**src/rtl/cpu_multiciclo_param.sv**
```systemverilog
// Parametrised multi-cycle CPU: FETCH (req/ack handshake to program memory) -> EXEC, with HALT,
// conditional jumps, a saturating retired-instruction counter and a debug write-back port.
module cpu_multiciclo_param #(
    parameter int unsigned WIDTH    = 8,
    parameter int unsigned NREG     = 16,
    parameter int unsigned PC_W     = 10,
    parameter int unsigned RETIRE_W = 16
) (
    input  logic                clk,
    input  logic                reset,
    output logic                imem_req,
    output logic [PC_W-1:0]     imem_addr,
    input  logic                imem_ack,
    input  logic [15:0]         imem_rdata,
    output logic                halted,
    output logic                z,
    output logic [PC_W-1:0]     dbg_pc,
    output logic                dbg_we,
    output logic [3:0]          dbg_wa,
    output logic [WIDTH-1:0]    dbg_wd,
    output logic [RETIRE_W-1:0] retired
);

    typedef enum logic [1:0] {StFetch, StExec, StHalt} state_t;

    state_t               state_q;
    logic [PC_W-1:0]      pc_q;
    logic [15:0]          ir_q;
    logic [WIDTH-1:0]     regs_q [NREG];
    logic                 z_q;
    logic [RETIRE_W-1:0]  retired_q;
    logic                 imem_req_q;
    logic                 halted_q;

    logic [WIDTH-1:0]     op_a;
    logic [WIDTH-1:0]     op_b;
    logic [WIDTH-1:0]     alu_res;
    logic [WIDTH-1:0]     wr_data;
    logic                 is_alu;
    logic                 is_li;
    logic                 is_jmp;
    logic                 is_halt;
    logic                 jmp_taken;
    logic [PC_W-1:0]      pc_next;

    // Decode and datapath operate on the latched IR; register reads are combinational.
    always_comb begin
        op_a    = regs_q[ir_q[11:8]];
        op_b    = regs_q[ir_q[7:4]];
        is_alu  = ir_q[15];
        is_li   = (ir_q[15:12] == 4'h0);
        is_jmp  = (ir_q[15:12] == 4'h1);
        is_halt = (ir_q[15:12] == 4'h2);
        unique case (ir_q[14:12])
            3'b000:  alu_res = op_a;
            3'b001:  alu_res = ~op_a;
            3'b010:  alu_res = op_a + op_b;
            3'b011:  alu_res = op_a - op_b;
            3'b100:  alu_res = op_a & op_b;
            3'b101:  alu_res = op_a | op_b;
            3'b110:  alu_res = -op_a;
            default: alu_res = -op_b;
        endcase
        wr_data = is_alu ? alu_res : WIDTH'(ir_q[11:4]);
        jmp_taken = 1'b0;
        if (is_jmp) begin
            unique case (ir_q[11:10])
                2'b00:   jmp_taken = 1'b1;
                2'b01:   jmp_taken = z_q;
                2'b10:   jmp_taken = ~z_q;
                default: jmp_taken = 1'b0;
            endcase
        end
        pc_next = jmp_taken ? PC_W'(ir_q[9:0]) : pc_q + PC_W'(1);
    end

    always_ff @(posedge clk) begin
        if (reset) begin
            state_q    <= StFetch;
            pc_q       <= '0;
            ir_q       <= '0;
            z_q        <= 1'b0;
            retired_q  <= '0;
            imem_req_q <= 1'b1;
            halted_q   <= 1'b0;
            for (int i = 0; i < int'(NREG); i++) begin
                regs_q[i] <= '0;
            end
        end else begin
            unique case (state_q)
                StFetch: begin
                    if (imem_ack) begin
                        ir_q       <= imem_rdata;
                        imem_req_q <= 1'b0;
                        state_q    <= StExec;
                    end
                end
                StExec: begin
                    if (retired_q != '1) begin
                        retired_q <= retired_q + RETIRE_W'(1);
                    end
                    if (is_alu || is_li) begin
                        regs_q[ir_q[3:0]] <= wr_data;
                    end
                    if (is_alu) begin
                        z_q <= (alu_res == '0);
                    end
                    if (is_halt) begin
                        halted_q <= 1'b1;
                        state_q  <= StHalt;
                    end else begin
                        pc_q       <= pc_next;
                        imem_req_q <= 1'b1;
                        state_q    <= StFetch;
                    end
                end
                StHalt: begin
                    state_q <= StHalt;
                end
                default: begin
                    state_q <= StFetch;
                end
            endcase
        end
    end

    assign imem_req  = imem_req_q;
    assign imem_addr = pc_q;
    assign halted    = halted_q;
    assign z         = z_q;
    assign dbg_pc    = pc_q;
    assign dbg_we    = (state_q == StExec) && (is_alu || is_li);
    assign dbg_wa    = ir_q[3:0];
    assign dbg_wd    = wr_data;
    assign retired   = retired_q;

endmodule

```
**config.mk**
```make
export PLATFORM = sky130hd
export DESIGN_NAME = cpu_multiciclo_param
export DESIGN_NICKNAME = d
export VERILOG_FILES = /design/src/rtl/cpu_multiciclo_param.sv
export SDC_FILE = /design/constraint.sdc
export NUM_CORES = 1
export LEC_CHECK = 0
export BUFFER_PORTS_ARGS = -buffer_cell sky130_fd_sc_hd__buf_4
export CAP_MARGIN = 20
export CORE_AREA = 2 2 126 158
export CTS_BUF_LIST = sky130_fd_sc_hd__clkbuf_8 sky130_fd_sc_hd__clkbuf_16
export DETAILED_ROUTE_END_ITERATION = 10
export DIE_AREA = 0 0 128 160
export PLACE_DENSITY = 0.69
export SYNTH_ARGS = -nofsm -noshare
export SYNTH_HDL_FRONTEND = slang
export SYNTH_SLANG_ARGS = --single-unit
```
**constraint.sdc**
```tcl
create_clock -name clk -period 6.9 [get_ports clk]
set_input_delay 0.69 -clock clk [delete_from_list [all_inputs] [get_ports clk]]
set_output_delay 0.69 -clock clk [all_outputs]
set_load 0.01 [all_outputs]
```
==> impl_metrics.toml, run 1 <==
[clock_tree]
clockBufferDepth = 2
cts.repair.resized = 0
cts-htree-levels = 4
clk_pin_slew_ps = 80
postCtsSetupRepairBufs = 0
cts-root-buf = "clkbuf_16"
insertion_delay_ps = 440
cts.sinks = 183
cts_hold_buf = 0
cts_tree = "done"
numCtsBuffers = 17

[sta]
holdWs_ps = 476
rsz0062_at_grt = "false"
period_minus_slack_ps = 5810
fin_crit_sh = 0.842
hold_violations = 0
fin_setup_tns_ps = 0
setup_ws_ps = 1090
relSlewSlack = 0.266
fin_skew_ps = 10.6
fmaxAchievable_mhz = 172
finalSetupViolCount = 0
worst_pin_slew_ps = 1090
finalMaxSlewViolations = 0

[route]
via_per_inst = 6.43
wirelength_um = 29900
drtPass1Iterations = 5
ant_nets = 0
wl_per_cell_um = 24.2
drt_iter0_drc = 837
via_count = 7946
route.detailed.drc = 0

[worst_setup_path]
crit_chain = "mux4_2 -> nand3_1 -> nand4_1 -> inv_1 -> ha_1 -> nand2_1 -> o21ai_0 -> inv_1 -> ha_1 -> nor2b_1 -> o21a_1 -> o211a_1 -> or3_1 -> a21oi_1 -> nor4_1 -> o32a_1 -> mux2i_4 -> inv_2 -> buf_4"
cp_slowest_cell = "dfxtp_2"
crit_fanout = 21
r2r_end = "regs_q[2][5]"
start_kind = "flop"
max_stage_delay_ps = 760
crit_arrival_ps = 5120
ff2ff_path_depth = 19
r2r_slack_ps = 1730
crit_buf_inv = 4
crit_required_ps = 6210
end_kind = "output pin"
critPathTopFamily = "compound AO/OA/AOI/OAI gates"
crit_type = "flop to output pin"

[synth]
ys_ff_latch = 183
synth_edf_count = 128
synthArstFlopShare = 0
ys.flop_type = "edfxtp_1"
avgSynthCellArea_um2 = 10.8
postSynthCellCount = 947
syn-num-nets = 981
ys_types = 71
ys_warn_count = 0
ys_seq_area_frac = 0.483
syn-cell-area_mm2 = 0.0102

[min_path]
min_path_cells = 2
hold_end = "imem_req"
hold_path.class = "flop to flop"
hold_path_startpoint = "imem_req"

[floorplan]
rows = 57
start_util = 0.536
coreArea_mm2 = 0.0191
dieWidth_um = 128
die_area_mm2 = 0.0205
fp.dieH_um = 160
ios = 71

[global_routing]
grt_max_degree = 67
grt_pass1_wl_um = 46100
antenna_found_initial = 0
track_usage = 0.304
grt.overflow.total = 0
grt_pass1_vias = 7759

[placed_design]
dp_hpwl_um = 21900
gp_congestion = 0.934
port_buffers = 70
placed_cells = 1203
dpl_worst_slack_ps = 1550

[run_status]
status = "completed"

[pwr]
leakage_nw = 4.15
power_mw = 2.76
power_density_mw_per_mm2 = 241
ir_drop_mv = 0.160

[final_layout]
final_cell_mix = "nor2_1 (176), edfxtp_1 (128), nand2_1 (109)"
num_antenna_cells = 0
fillers = 1615
instances_no_fill = 1236
final_common_cell = "nor2_1"
area_growth_pct = 11.6
drive_gt1_frac = 0.211
fin_nets = 1021

[job]
maxCapViolCount = 0
==> worst max path at each step <==
| stage | startpoint | to | slack [ps] | cells after the start |
|---|---|---|---|---|
| 2_1_floorplan | flop | dbg_wd[5] | 2090 | 21 |
| 3_3_place_gp | flop | dbg_wd[5] | 1610 | 19 |
| 3_5_place_dp | flop | dbg_wd[5] | 1550 | 19 |
| 4_1_cts | flop | dbg_wd[5] | 1060 | 19 |
| 5_1_grt | flop | dbg_wd[5] | 680 | 19 |
| 6_report | flop | dbg_wd[5] | 1090 | 19 |
==> report_power, final <==
part	switching (mW)	leakage, nW	internal (mW)	total, mW
Sequential	0.0562	1.77	1.21	1.27
Clock	0.460	0.290	0.512	0.973
Combinational	0.301	2.08	0.219	0.520
Total	0.818	4.15	1.94	2.76
==> synthesized netlist by cell type, drive strengths merged, types with 9 or more instances <==
master / count / share of area
nor2: 185 / 0.070
edfxtp: 128 / 0.38
nand2: 109 / 0.040
mux4: 66 / 0.15
dfxtp: 55 / 0.11
a21oi: 46 / 0.022
clkbuf: 38 / 0.014
nand3: 35 / 0.018
buf: 32 / 0.023
o21ai: 24 / 0.012
nand2b: 20 / 0.012
inv: 17 / 0.0062
ha: 14 / 0.017
nor2b: 14 / 0.0086
nor3: 14 / 0.0068
xor2: 14 / 0.012
xnor2: 13 / 0.011
mux2i: 12 / 0.014
and3: 11 / 0.0067
nand4: 11 / 0.0067
a22oi: 9 / 0.0066
==> registers in the layout, summed over array words and instances, names as in the netlist, named ones only <==
signal    cells
regs_q      128
ir_q         16
retired      16
dbg_pc       10
state_q       2
halted        1
imem_req      1
z             1
==> cell families after synthesis <==
group	after synthesis	share of synthesized area
AND/OR/NAND/NOR	432	0.194
AO/OA/AOI/OAI	122	0.0748
XOR/XNOR	28	0.0253
multiplexers	78	0.160
flip-flops	183	0.483
buffers and inverters	89	0.0442
adder cells (fa/ha/maj)	15	0.0191
==> worst min-delay path, cell delays in order (launching register included) <==
cell	delay (ps)
dfxtp_1	330
a21oi_1	60
nand2_1	60
==> layer usage <==
layer / share of wire / track usage
met1: 0.37 / 0.387
met2: 0.50 / 0.498
met3: 0.071 / 0.0436
met4: 0.060 / 0.174
met5: 0 / 0
==> metrics by stage <==
stage,area [µm²],util
global placement,10800,0.567
floorplan,10200,-
detailed placement,10800,0.567
finish,11400,0.598
global route,11400,0.598
CTS,11400,0.597
==> layout make-up <==
| cell class | count | area, µm² | share of cell area |
|---|---|---|---|
| repair buffers | 91 | 696 | 0.0608 |
| clock buffers | 17 | 425 | 0.0372 |
| multi-input cells | 675 | 4850 | 0.424 |
| flip-flops and latches | 183 | 4950 | 0.433 |
| clock inverters | 15 | 150 | 0.0131 |
| well taps | 236 | 295 | 0.0258 |
| inverters | 19 | 71.3 | 0.00624 |
Note: power is estimated with default switching activity, not from simulation.
==> inputs of run 2 (changes only) <==
--- a/config.mk
+++ b/config.mk
@@ -11,7 +11,7 @@
 export CTS_BUF_LIST = sky130_fd_sc_hd__clkbuf_8 sky130_fd_sc_hd__clkbuf_16
 export DETAILED_ROUTE_END_ITERATION = 10
 export DIE_AREA = 0 0 128 160
-export PLACE_DENSITY = 0.69
+export PLACE_DENSITY = 0.72
 export SYNTH_ARGS = -nofsm -noshare
 export SYNTH_HDL_FRONTEND = slang
 export SYNTH_SLANG_ARGS = --single-unit
==> constraint.sdc (replaced) <==
create_clock -name clk -period 5 [get_ports clk]
set_input_delay 0.5 -clock clk [delete_from_list [all_inputs] [get_ports clk]]
set_output_delay 0.5 -clock clk [all_outputs]
set_load 0.01 [all_outputs]
==> run 2 against run 1 <==
Compared with the run above:
- global-route usage decreased by 0.20 points
- routed wire length up 3.3%
- core utilization rose by 2.7 points
- largest cell class is now multi-input combinational cells
- worst setup slack worse by 1000 ps
- die area stayed put
- final cell count increased by 3.7%
- critical path depth rose by 1
==> impl_metrics.toml, run 2 (synthesized netlist as in run 1, its figures left out) <==
[clock_tree]
cts_hold_buf = 0
cts-root-buf = "clkbuf_16"
cts_tree = "done"
insertion_delay_ps = 430
cts.sinks = 183
clockBufferDepth = 2
numCtsBuffers = 17
cts-htree-levels = 4
clk_pin_slew_ps = 70

[final_layout]
area_growth_pct = 16.6
utilization = 0.625
finalInstanceArea_mm2 = 0.0119
fillers = 1485
instances_no_fill = 1282
final_cell_mix = "nor2_1 (174), buf_4 (131), edfxtp_1 (128)"
seq_area_mm2 = 0.00495
final_common_cell = "nor2_1"
multi_input_area_mm2 = 0.00498
drive_gt1_frac = 0.268
largest_reg_flops = 128
num_antenna_cells = 0
fin_nets = 1067
regMostFlops = "regs_q"

[route]
via_per_inst = 6.49
drt_iter0_drc = 1136
wirelength_um = 30900
via_count = 8322
wl_per_cell_um = 24.1
ant_nets = 0
drtPass1Iterations = 8
route.detailed.drc = 0

[floorplan]
dieWidth_um = 128
fp.dieH_um = 160
coreArea_mm2 = 0.0191
rows = 57
ios = 71
start_util = 0.536
die_area_mm2 = 0.0205

[pwr]
leakage_nw = 4.41
ir_drop_mv = 0.227
power_density_mw_per_mm2 = 327

[global_routing]
track_usage = 0.302
grt_pass1_wl_um = 46000
antenna_found_initial = 0
grt_max_degree = 67
grt.overflow.total = 0
grt_pass1_vias = 7825

[placed_design]
placed_cell_area_mm2 = 0.0110
placed_cells = 1227
dp_hpwl_um = 22300
port_buffers = 70
gp_congestion = 1.02
dpl_worst_slack_ps = 281

[run_status]
status = "completed"

[worst_setup_path]
max_stage_delay_ps = 500
end_kind = "output pin"
crit_fanout = 6
start_kind = "flop"
crit_arrival_ps = 4420
crit_type = "flop to output pin"
crit_required_ps = 4500
crit_chain = "buf_6 -> mux4_2 -> nand2_2 -> nand4_1 -> inv_2 -> buf_4 -> ha_4 -> a21oi_1 -> xnor2_1 -> ha_1 -> nor2b_2 -> o31a_1 -> o21ai_1 -> nand2b_1 -> xnor2_1 -> o21ai_1 -> o32a_1 -> mux2i_4 -> inv_2 -> buf_4"
cp_slowest_cell = "mux4_2"

[sta]
relSlewSlack = 0.472
fin_crit_sh = 0.985
finalSetupViolCount = 0
period_minus_slack_ps = 4920
fmaxAchievable_mhz = 203
setup_ws_ps = 76.7
finalMaxSlewViolations = 0
fin_skew_ps = 11.8
fin_setup_tns_ps = 0
worst_pin_slew_ps = 784
hold_violations = 0

[min_path]
hold_path.class = "input port to flop"

[job]
maxCapViolCount = 0
==> run 2: final cells by class <==
class                   instances  share of cell area
clock buffers                  18              0.0377
clock inverters                14              0.0103
inverters                      19             0.00629
multi-input cells             675               0.417
flip-flops and latches        183               0.415
well taps                     236              0.0247
repair buffers                137              0.0891
==> run 2: report_power, final <==
group          internal (mW)  total [mW]  switching, mW
sequential              1.67        1.73         0.0574
combinational          0.378       0.863          0.485
clock                  0.721        1.32          0.597
total                   2.77        3.91           1.14
==> run 2: layer usage <==
metal	wire length, µm	GRT usage	vias up
met5	0	0	-
met4	1920	0.182	0
met3	2750	0.0536	119
met2	15600	0.508	530
met1	10600	0.362	4050
li1	-	-	3623
==> run 2: critical path, delay by kind of cell, from the launching register on <==
| kind | cells | cell delay (ps) |
|---|---|---|
| DFF | 1 | 410 |
| buffers and inverters | 5 | 600 |
| and+or+nand+nor | 4 | 510 |
| muxes | 2 | 760 |
| adders and majority gates | 2 | 490 |
| xor gates and xnor gates | 2 | 360 |
| AOI/OAI and AO/OA | 5 | 870 |
==> run 2: what timing repair did <==
item                       CTS  global route
setup endpoints to repair    5             5
resized for setup            6            41
pin swaps                    0            25
setup buffers                3            21
hold endpoints to repair     0             0
==> run 2: worst paths after layout <==
| kind | cells past startpoint | end | start | slack (ps) |
|---|---|---|---|---|
| worst max-delay path | 20 | dbg_wd[6] | flop | 80 |
| worst min register to register | 2 | imem_req | imem_req | 480 |
| worst max register to register | 21 | regs_q[13][6] | flop | 440 |
| worst min-delay path | 3 | ir_q[2] | imem_rdata[2] | 310 |
==> run 2: per-stage QoR <==
step / power [mW] / hold WS [ps]
after global routing: 4.02 / 319
after global placement: 2.50 / 456
after CTS: 3.81 / 308
final: 3.91 / 310
after floorplan: 2.26 / 460
after detailed placement: 2.51 / 470
==> inputs of run 3 (changes only) <==
--- a/config.mk
+++ b/config.mk
@@ -11,7 +11,7 @@
 export CTS_BUF_LIST = sky130_fd_sc_hd__clkbuf_8 sky130_fd_sc_hd__clkbuf_16
 export DETAILED_ROUTE_END_ITERATION = 10
 export DIE_AREA = 0 0 128 160
-export PLACE_DENSITY = 0.72
+export PLACE_DENSITY = 0.75
 export SYNTH_ARGS = -nofsm -noshare
 export SYNTH_HDL_FRONTEND = slang
 export SYNTH_SLANG_ARGS = --single-unit
==> run 3 against run 2 <==
Compared with the run above:
- hold slack improved by 4.6 ps
- fmax fell by 1.4%
- count of clock-buffer cells in the layout is the same
- power about the same
- final cell count shrank 0.86%
- first-iteration DRC count is 2.3% lower
- critical path type unchanged
- highest routed layer unchanged
==> impl_metrics.toml, run 3 (synthesized netlist as in run 1, its figures left out) <==
[worst_setup_path]
r2r_slack_ps = 490
ff2ff_path_depth = 20
r2r_end = "regs_q[12][5]"
crit_required_ps = 4500
end_kind = "output pin"
crit_type = "flop to output pin"
crit_fanout = 4
crit_arrival_ps = 4490
start_kind = "flop"

[pwr]
seq_power_share = 0.442
power_mw = 3.91
p_clk_frac = 0.337
ir_drop_mv = 0.279
power_density_mw_per_mm2 = 330
internal_power_mw = 2.76
pwr-share-comb = 0.221
p_sw_mw = 1.15
swShare = 0.293
leakage_nw = 4.34

[final_layout]
area_growth_pct = 15.6
largest_reg_flops = 128
num_antenna_cells = 0
final_cell_mix = "nor2_1 (176), edfxtp_1 (128), buf_4 (118)"
instances_no_fill = 1271
finalInstanceArea_mm2 = 0.0118
final_common_cell = "nor2_1"
drive_gt1_frac = 0.254
fin_nets = 1056
regMostFlops = "regs_q"

[global_routing]
track_usage = 0.308
grt_pass1_vias = 8150
antenna_found_initial = 0
grt.overflow.total = 0
grt_max_degree = 67
grt_pass1_wl_um = 46600

[route]
via_count = 8285
wirelength_met1_um = 10700
dr.max_layer_used = "met4"
wl_met3_um = 2750
drtPass1Iterations = 5
route.detailed.drc = 0
via_per_inst = 6.52
wirelength_um = 30900
wl_met2_um = 15200
wl_per_cell_um = 24.3
ant_nets = 0
drt_iter0_drc = 1110

[clock_tree]
cts_tree = "done"
insertion_delay_ps = 440
clk_pin_slew_ps = 70
numCtsBuffers = 17
cts-htree-levels = 4
clockBufferDepth = 2
cts-root-buf = "clkbuf_16"
cts.sinks = 183

[sta]
finalMaxSlewViolations = 0
rsz0062_at_grt = "true"
fmaxAchievable_mhz = 200
worst_pin_slew_ps = 799
fin_crit_sh = 0.998
finalSetupViolCount = 0
period_minus_slack_ps = 4990
relSlewSlack = 0.462
fin_skew_ps = 15.1
setup_ws_ps = 8.92
hold_violations = 0
fin_setup_tns_ps = 0

[min_path]
min_path_cells = 3
hold_path_startpoint = "imem_rdata[13]"
hold_end = "ir_q[13]"
hold_path.class = "input port to flop"

[floorplan]
coreArea_mm2 = 0.0191
ios = 71
rows = 57
fp.dieH_um = 160
dieWidth_um = 128
die_area_mm2 = 0.0205
start_util = 0.536

[placed_design]
gp_congestion = 0.983
dp_hpwl_um = 22000
placed_cells = 1225
dpl_worst_slack_ps = 244
placed_cell_area_mm2 = 0.0110
port_buffers = 70

[run_status]
status = "completed"

[job]
maxCapViolCount = 0
[run 3: cell types whose count changed in the layout (fill, tap and decap cells not counted), sizes merged]
cell and change:
buf -11, clkinvlp +1, inv -1
[run 3: power groups by stage]
stage                     clock [mW]  sequential [mW]  combinational [mW]
after global placement             0             1.75               0.751
after floorplan                    0             1.73               0.532
after CTS                       1.32             1.72               0.784
after detailed placement           0             1.76               0.760
after global routing            1.37             1.73               0.915
final                           1.32             1.73               0.863
[run 3: how the worst max path moves through the flow]
stage / slack [ps] / start / to
3_5_place_dp: 240 / flop / dbg_wd[6]
3_3_place_gp: 270 / flop / dbg_wd[6]
2_1_floorplan: 380 / flop / dbg_wd[5]
6_report: 9 / flop / dbg_wd[5]
5_1_grt: -120 / flop / dbg_wd[5]
4_1_cts: -7 / flop / dbg_wd[5]
[run 3: per-stage QoR]
| step | utilization | hold slack [ps] |
|---|---|---|
| floorplan | - | 460 |
| global placement | 0.576 | 455 |
| detailed placement | 0.576 | 460 |
| CTS | 0.612 | 308 |
| global route | 0.619 | 307 |
| finish | 0.619 | 314 |
[run 3: cell type report]
| type | count | area (µm²) |
|---|---|---|
| Fill cell | 1513 | 7270 |
| Tap cell | 236 | 295 |
| Multi-Input combinational cell | 675 | 4940 |
| Clock buffer | 18 | 439 |
| Inverter | 19 | 75.1 |
| Clock inverter | 14 | 136 |
| Timing Repair Buffer | 126 | 1000 |
| Sequential cell | 183 | 4950 |
[run 3: timing repair]
item / in CTS / in global routing
setup endpoints to repair: 4 / 4
hold buffers: 0 / 0
setup buffers: 6 / 8
gates resized for setup: 14 / 22
pin swaps: 4 / 14
hold endpoints to repair: 0 / 0
[run 3: layer usage]
metal	up-vias	GRT usage
li1	3594	-
met1	4046	0.374
met2	538	0.507
met3	107	0.0549
met4	0	0.192
met5	-	0
[run 3: critical path: stages (launching register included)]
cell and delay (ps):
dfxtp_4 370, buf_12 120, buf_6 90, mux4_2 470, nand2_1 70, nand4_1 140, inv_2 140, buf_4 130
ha_4 140, a21oi_1 50, xnor2_1 140, ha_1 340, o21a_1 140, o211a_1 260, or3_4 340, a21oi_2 140
nor4_2 50, o32a_1 440, mux2i_4 280, inv_2 60, buf_6 120
